File: config.mk
export PLATFORM = sky130hd
export DESIGN_NAME = reg_serial_tx
export DESIGN_NICKNAME = d
export VERILOG_FILES = /design/src/rtl/reg_serial_tx_pkg.sv /design/src/rtl/reg_serial_baud_tick.sv /design/src/rtl/reg_serial_tx.sv
export SDC_FILE = /design/constraint.sdc
export NUM_CORES = 1
export LEC_CHECK = 0
export BUFFER_PORTS_ARGS = -buffer_cell sky130_fd_sc_hd__buf_2
export CAP_MARGIN = 20
export CORE_UTILIZATION = 54
export DETAILED_ROUTE_END_ITERATION = 16
export PLACE_DENSITY = 0.74
export SYNTH_ARGS = -nofsm -noshare
export SYNTH_HDL_FRONTEND = slang
export SYNTH_SLANG_ARGS = --single-unit
File: constraint.sdc
create_clock -name clk -period 2.25 [get_ports clk]
set_input_delay 0.1125 -clock clk [delete_from_list [all_inputs] [get_ports clk]]
set_output_delay 0.1125 -clock clk [all_outputs]
set_load 0.005 [all_outputs]
File: src/rtl/reg_serial_tx_pkg.sv
// reg_serial_tx_pkg: shared FSM state type and serial line levels for reg_serial_tx.
package reg_serial_tx_pkg;
  typedef enum logic [2:0] {IDLE, START, DATA, PARITY, STOP} state_t;
  localparam logic LINE_IDLE  = 1'b1;
  localparam logic LINE_START = 1'b0;
endpackage

File: src/rtl/reg_serial_baud_tick.sv
// reg_serial_baud_tick: per-bit clock divider, ticks on the last clk of every serial bit.
// Ports: clk, reset (async, active-low), clr (hold count at 0), tick (count == CLKS_PER_BIT-1).
module reg_serial_baud_tick #(
  parameter int CLKS_PER_BIT = 4
) (
  input  logic clk,
  input  logic reset,
  input  logic clr,
  output logic tick
);
  localparam int CW = $clog2(CLKS_PER_BIT);
  localparam logic [CW-1:0] LAST = CW'(CLKS_PER_BIT - 1);
  logic [CW-1:0] cnt;
  assign tick = cnt == LAST;
  always_ff @(posedge clk or negedge reset)
    if (!reset) cnt <= '0;
    else cnt <= (clr || tick) ? '0 : cnt + CW'(1);
endmodule

File: src/rtl/reg_serial_tx.sv
// reg_serial_tx: drains a loaded word onto a UART-style serial line, LSB first.
// Ports: clk; reset (async, active-low); din/load (word offered, taken when ready=1);
//        ready (can accept), tx (serial line, idle high), busy (frame in flight).
// Build option: define REG_SERIAL_TX_PARITY_EN to append an even-parity bit after the data.
module reg_serial_tx
  import reg_serial_tx_pkg::*;
#(
  parameter int WIDTH        = 8,
  parameter int CLKS_PER_BIT = 4
) (
  input  logic             clk,
  input  logic             reset,
  input  logic [WIDTH-1:0] din,
  input  logic             load,
  output logic             ready,
  output logic             tx,
  output logic             busy
);
  localparam int BW = $clog2(WIDTH + 1);
  state_t state, state_nx;
  logic [WIDTH-1:0] shift;
  logic [BW-1:0] bit_cnt;
  logic tick, accept, last_bit, line;
`ifdef REG_SERIAL_TX_PARITY_EN
  logic par;
`endif
  // The divider idles at zero, so every frame starts on a fresh bit period.
  reg_serial_baud_tick #(.CLKS_PER_BIT(CLKS_PER_BIT)) u_baud (
    .clk  (clk),
    .reset(reset),
    .clr  (state == IDLE),
    .tick (tick)
  );
  always_comb begin
    accept = state == IDLE && load && ready;
    last_bit = bit_cnt == BW'(WIDTH - 1);
    state_nx = state;
    case (state)
      IDLE:   state_nx = accept ? START : IDLE;
      START:  state_nx = tick ? DATA : START;
`ifdef REG_SERIAL_TX_PARITY_EN
      DATA:   state_nx = (tick && last_bit) ? PARITY : DATA;
      PARITY: state_nx = tick ? STOP : PARITY;
`else
      DATA:   state_nx = (tick && last_bit) ? STOP : DATA;
`endif
      STOP:   state_nx = tick ? IDLE : STOP;
      default: state_nx = IDLE;
    endcase
`ifdef REG_SERIAL_TX_PARITY_EN
    line = state == START ? LINE_START : state == DATA ? shift[0] : state == PARITY ? par : LINE_IDLE;
`else
    line = state == START ? LINE_START : state == DATA ? shift[0] : LINE_IDLE;
`endif
  end
  always_ff @(posedge clk or negedge reset)
    if (!reset) state <= IDLE;
    else state <= state_nx;
  // tx is registered from the current state, so the line trails the FSM by one
  // clock: the start bit appears on the edge after acceptance and the stop bit is
  // still on the line during the first IDLE cycle, leaving exactly one idle-high
  // cycle between back-to-back frames.
  always_ff @(posedge clk or negedge reset)
    if (!reset) begin
      shift <= '0;
      bit_cnt <= '0;
      tx <= LINE_IDLE;
      ready <= 1'b1;
      busy <= 1'b0;
`ifdef REG_SERIAL_TX_PARITY_EN
      par <= 1'b0;
`endif
    end else begin
      tx <= line;
      ready <= state_nx == IDLE;
      busy <= state_nx != IDLE;
      if (accept) begin
        shift <= din;
        bit_cnt <= '0;
`ifdef REG_SERIAL_TX_PARITY_EN
        par <= ^din;
`endif
      end else if (state == DATA && tick) begin
        shift <= shift >> 1;
        bit_cnt <= last_bit ? '0 : bit_cnt + BW'(1);
      end
    end
endmodule

; After elaboration in Yosys (flattened, before gate mapping)
; Cells that the tools add are included.
[word_totals]
romBits = 0
regBits = 20
mem_bits_rw = 0
input_bits = 11
out_inout_bits = 3
memories = 0
latchBits = 0
wordCells = 36
[classes]
eq_ne = 5
n_div = 0
mux = 13
mul = 0
reduce_logical = 9
shift = 0
bitwise = 0
addsub = 2
order_cmp = 0
[ops]
columns = op, count
row1 = 2-to-1 mux 8 bit, 2
row2 = 2-to-1 mux 4 bit, 3
row3 = case mux 3 bit (4 select lines), 1
row4 = zero test 3 bit, 2
row5 = 2-to-1 mux 3 bit, 2
row6 = adder 4 x 1 -> 4 bit (second input constant), 1
row7 = == test 4 x 3 -> 1 bit (second input constant), 1
row8 = logical AND 1 bit, 4
row9 = 2-to-1 mux 2 bit, 2
row10 = == test 3 x 1 -> 1 bit (second input constant), 1
row11 = == test 3 x 2 -> 1 bit (second input constant), 1
row12 = == test 3 bit (second input constant), 1
row13 = 2-to-1 mux 1 bit, 3
row14 = nonzero test 3 bit, 1
row15 = adder 2 x 1 -> 2 bit (second input constant), 1
row16 = == test 2 bit (second input constant), 1
row17 = nonzero test 2 bit, 1
row18 = logical OR 1 bit, 1

; Logic depth before layout (Yosys ltp)
[logic_depth]
ltp_word = 6
ltp_mapped = 6
mapped_depth_nobuf = 4

; Hierarchy
; A second synthesis with hierarchy kept.
[hier_totals]
hier_cells = 88
hier_area_um2 = 1057.3
[modules_own_cells]
columns = mod, instances, area_per_inst_um2, cells_each, seq_area_each_um2
row1 = reg_serial_tx, 1, 972.2, 83, 452.9
row2 = reg_serial_baud_tick, 1, 85.1, 5, 50.0

; Worst setup path before layout
; Ideal clock, no wire load.
[synth_timing]
path_type = register to register
startpoint = register u_baud.cnt[0]
endpoint = register shift[5]
period_less_slack_ns = 1.625
stages_incl_launch_ff = 7
slack_ns = 0.625
t_arrival_ns = 1.500
path_cell_list = dfrtp_1 > ha_1 > buf_2 > nand4bb_4 > buf_6 > mux2_1 > mux2_2
[synth_between]
elab_chain_cells = 3
[synth_lines]
columns = element, line_no
row1 = "start, declared", reg_serial_baud_tick.sv:13  ; logic [CW-1:0] cnt;
row2 = "start signal, assigned", reg_serial_baud_tick.sv:17  ; else cnt <= (clr || tick) ? '0 : cnt + CW'(1);
row3 = == test 2 bit, reg_serial_baud_tick.sv:14  ; assign tick = cnt == LAST;
row4 = logical AND 1 bit, reg_serial_tx.sv:83  ; end else if (state == DATA && tick) begin
row5 = nonzero test 2 bit (no line), --
row6 = "end signal, assigned", reg_serial_tx.sv:78  ; shift <= din;
row7 = "end signal, assigned", reg_serial_tx.sv:84  ; shift <= shift >> 1;
row8 = "end, declared", reg_serial_tx.sv:21  ; logic [WIDTH-1:0] shift;
; No other way between the ends.
; A chain may end at the register's enable or synchronous reset.

; Final worst setup path
[layout_timing]
startpoint = register u_baud.cnt[0]
endpoint = register shift[1]
; The elaborated chain is that of the path after synthesis.

==> impl_results.md <==
* Status: finished clean
* Fin crit share at 0.780
* Fin. max-slew vios at 0
* Gr ovfl total at 0
* Net Switching at 0.179 mW
* Crit path kind: flip-flop to flip-flop
* Finished Cell Area at 1100 um2
* Worst path max stage delay at 0.38 ns
* Crit path max fanout at 10
* Crit-path cells: ha_1, and4bb_2, mux2_2, mux2_2
* Power Density at 669 nW/um2
* Post-synth ARST share at 1.00
* Critical Path AT at 1.96 ns
* DR WL/cell at 12.7 um
* Non-filler cells, final at 119
* Initial drt markers at 12
* R2R Path End: shift[1]$_DFFE_PN0P_
* Crit path top cell by count: mux2_2
* Worst Max-Slew Pin Slew at 0.488 ns
* Netlist cell types at 30
* Core area at 1710 um2
* Detail Route Antenna Nets at 0
* Vias per inst at 5.37
* Lkg Pwr at 0.504 nW
* Internal power at 0.556 mW
* Fmax at 0.570 GHz
* Top cell type's share of synthesized area at 0.460
* Placed standard-cell area at 1050 um2
* # IOs at 14
* Final Power at 0.735 mW
* Sequential share of power at 0.567
* Most used DFF post-synth: dfrtp_1
* Vias post-DR at 639
* Worst Hold Path EP: shift[1]$_DFFE_PN0P_
* Worst-path clk slew at 0.11 ns
* Sequential share of the synthesized area at 0.513
* Worst hold path class: primary input to flip-flop
* Fin crit period at 1.76 ns
* Final WL at 1.51 mm
* Ant diodes at 0
* Largest net degree at the start of global routing at 21
* # resized after CTS at 0
* Port Buf Inserts at 13
* Max-cap violations at 0
* Vias in the first global route at 519
* Worst r2r src: u_baud.cnt[0]$_DFF_PN0_
* TNS Setup at 0 ns
* Clk_lat worst skew at 0.31 ns
* Reg2Reg Depth at 4
* Die Y at 44.6 um
* Placed cells at 114
* Dpl ws at 0.500 ns
* Post-synth EDFFs at 0
* Buffers and inverters on the worst path at 0
* Root buffer cell: clkbuf_4
* Core Util, Final at 0.642
* Synthesis Warnings at 0
* Area grow syn2layout at 12.0%
* Worst hold margin at 0.0264 ns
* R2R Setup Slk at 0.49 ns
* Dpl hpwl at 1.03 mm
* Comb pwr share at 0.146
* CTS Buf Count at 3
* # fillers at 128
* Mean Syn Cell Area at 12.2 um2
* DRT Pass-1 Iters at 4
* Synth top area cells: dfrtp_1 46%, mux2_2 14%, dfstp_2 5.4%
* CTS tree: built
* DRC Markers at 0
* Hold Path Cell Cnt at 2
* Crit path launch type: flip-flop
* Htree depth at 1
* Share of total power in the clock network at 0.287
* Final Hold Viols at 0
* Worst slew margin at 0.674
* Count leader, synth: dfrtp_1
* Initial antenna violation count at 0
* Sw frac at 0.243
* First-pass GRT wire length at 2.21 mm
* Site Rows at 15
* Min-delay src: din[1]
* Die span in x at 44.6 um
* Area leader, netlist: dfrtp_1
* Synth Instances at 80
* Starting density of the core at 0.574
* Maximum vdd drop at 0.000448 V
* Critical path capture point type: flip-flop
* CTS Buffer Depth at 2
* CP max-delay cell: ha_1
* Crit path required time at 2.46 ns
* Setup ws final at 0.495 ns
* Yosys reg bits at 20
* Post-synth top cells: 18 x dfrtp_1, 12 x mux2_2, 7 x a21oi_1
* RSZ-0062 raised after global routing: false
* Die Area at 1990 um2
* Syn_nets at 93
* Layout cells sized above 1 at 0.372
* Worst Skew at 0.00441 ns
* Clk sinks at 20
* Routability cong. at 0.707
* Mapped Area at 980 um2
* Delay-heaviest family, CP: multiplexers
* Final setup viols at 0
* GR Util All Layers at 0.165
* Final Net Count at 108
worst reg2reg max path: stages (launching register included):
cell and delay, ns:
dfrtp_1 0.37, ha_1 0.38, and4bb_2 0.32, mux2_2 0.33, mux2_2 0.25
cell families (layout without fill, tap and decap cells):
group,count (synthesis),after routing,share of synthesized area
and+or+nand+nor,25,25,0.190
DFF,20,20,0.513
muxes,15,15,0.171
AOI/OAI and AO/OA,12,12,0.0664
buffers and inverters,6,20,0.0332
adders and majority gates,2,2,0.0255
registers in the layout (all words and copies together) (netlist names):
name	count
shift	8
bit_cnt	4
state	3
u_baud.cnt	2
busy	1
ready	1
tx	1
what timing repair did:
item                      CTS  global route
hold endpoints to repair   18             0
buffers inserted            0             0
hold buffers                1             0
cell type report:
type / count / area (um2) / area share
inverter: 2 / 7.51 / 0.00684
tap: 25 / 31.3 / 0.0285
sequential: 20 / 503 / 0.458
multi-input combinational: 54 / 444 / 0.405
clock buffer: 4 / 36.3 / 0.0331
timing repair buffer: 14 / 75.1 / 0.0684
placed cells by master, fill, tap and decap left out, types with 2 or more instances in the layout:
master	n
nand3_1	2
nand2b_1	3
ha_1	2
mux2_2	12
buf_2	13
dfrtp_1	18
clkbuf_4	3
or3_1	3
nor3_1	2
o21ai_0	3
a21oi_1	7
dfstp_2	2
nand2_1	4
inv_1	2
mux2_1	2
power by group through the flow:
stage          combinational, mW  sequential (mW)  clock (mW)
6_report                   0.107            0.417       0.211
4_1_cts                    0.109            0.417       0.218
5_1_grt                    0.120            0.421       0.226
3_5_place_dp               0.107            0.425           0
2_1_floorplan             0.0753            0.421           0
3_3_place_gp               0.105            0.424           0
routing by layer:
metal  share of wire  global-route usage  vias to the layer above  wire, um
li1                -                   -                      320         -
met1            0.47               0.197                      298       705
met2            0.46               0.256                       16       701
met3           0.040              0.0490                        5        60
met4           0.029               0.109                        0        44
met5               0                   0                        -         0
worst max-delay path by stage:
stage / slack [ns] / cells after the start / end / startpoint
2_1_floorplan: 0.63 / 6 / shift[5]$_DFFE_PN0P_ / u_baud.cnt[0]$_DFF_PN0_
3_3_place_gp: 0.55 / 4 / shift[1]$_DFFE_PN0P_ / u_baud.cnt[0]$_DFF_PN0_
3_5_place_dp: 0.50 / 4 / shift[1]$_DFFE_PN0P_ / u_baud.cnt[0]$_DFF_PN0_
4_1_cts: 0.48 / 4 / shift[1]$_DFFE_PN0P_ / u_baud.cnt[0]$_DFF_PN0_
5_1_grt: 0.36 / 3 / shift[2]$_DFFE_PN0P_ / state[2]$_DFF_PN0_
6_report: 0.49 / 4 / shift[1]$_DFFE_PN0P_ / u_baud.cnt[0]$_DFF_PN0_
No activity file was read; power rests on OpenSTA's default activity.
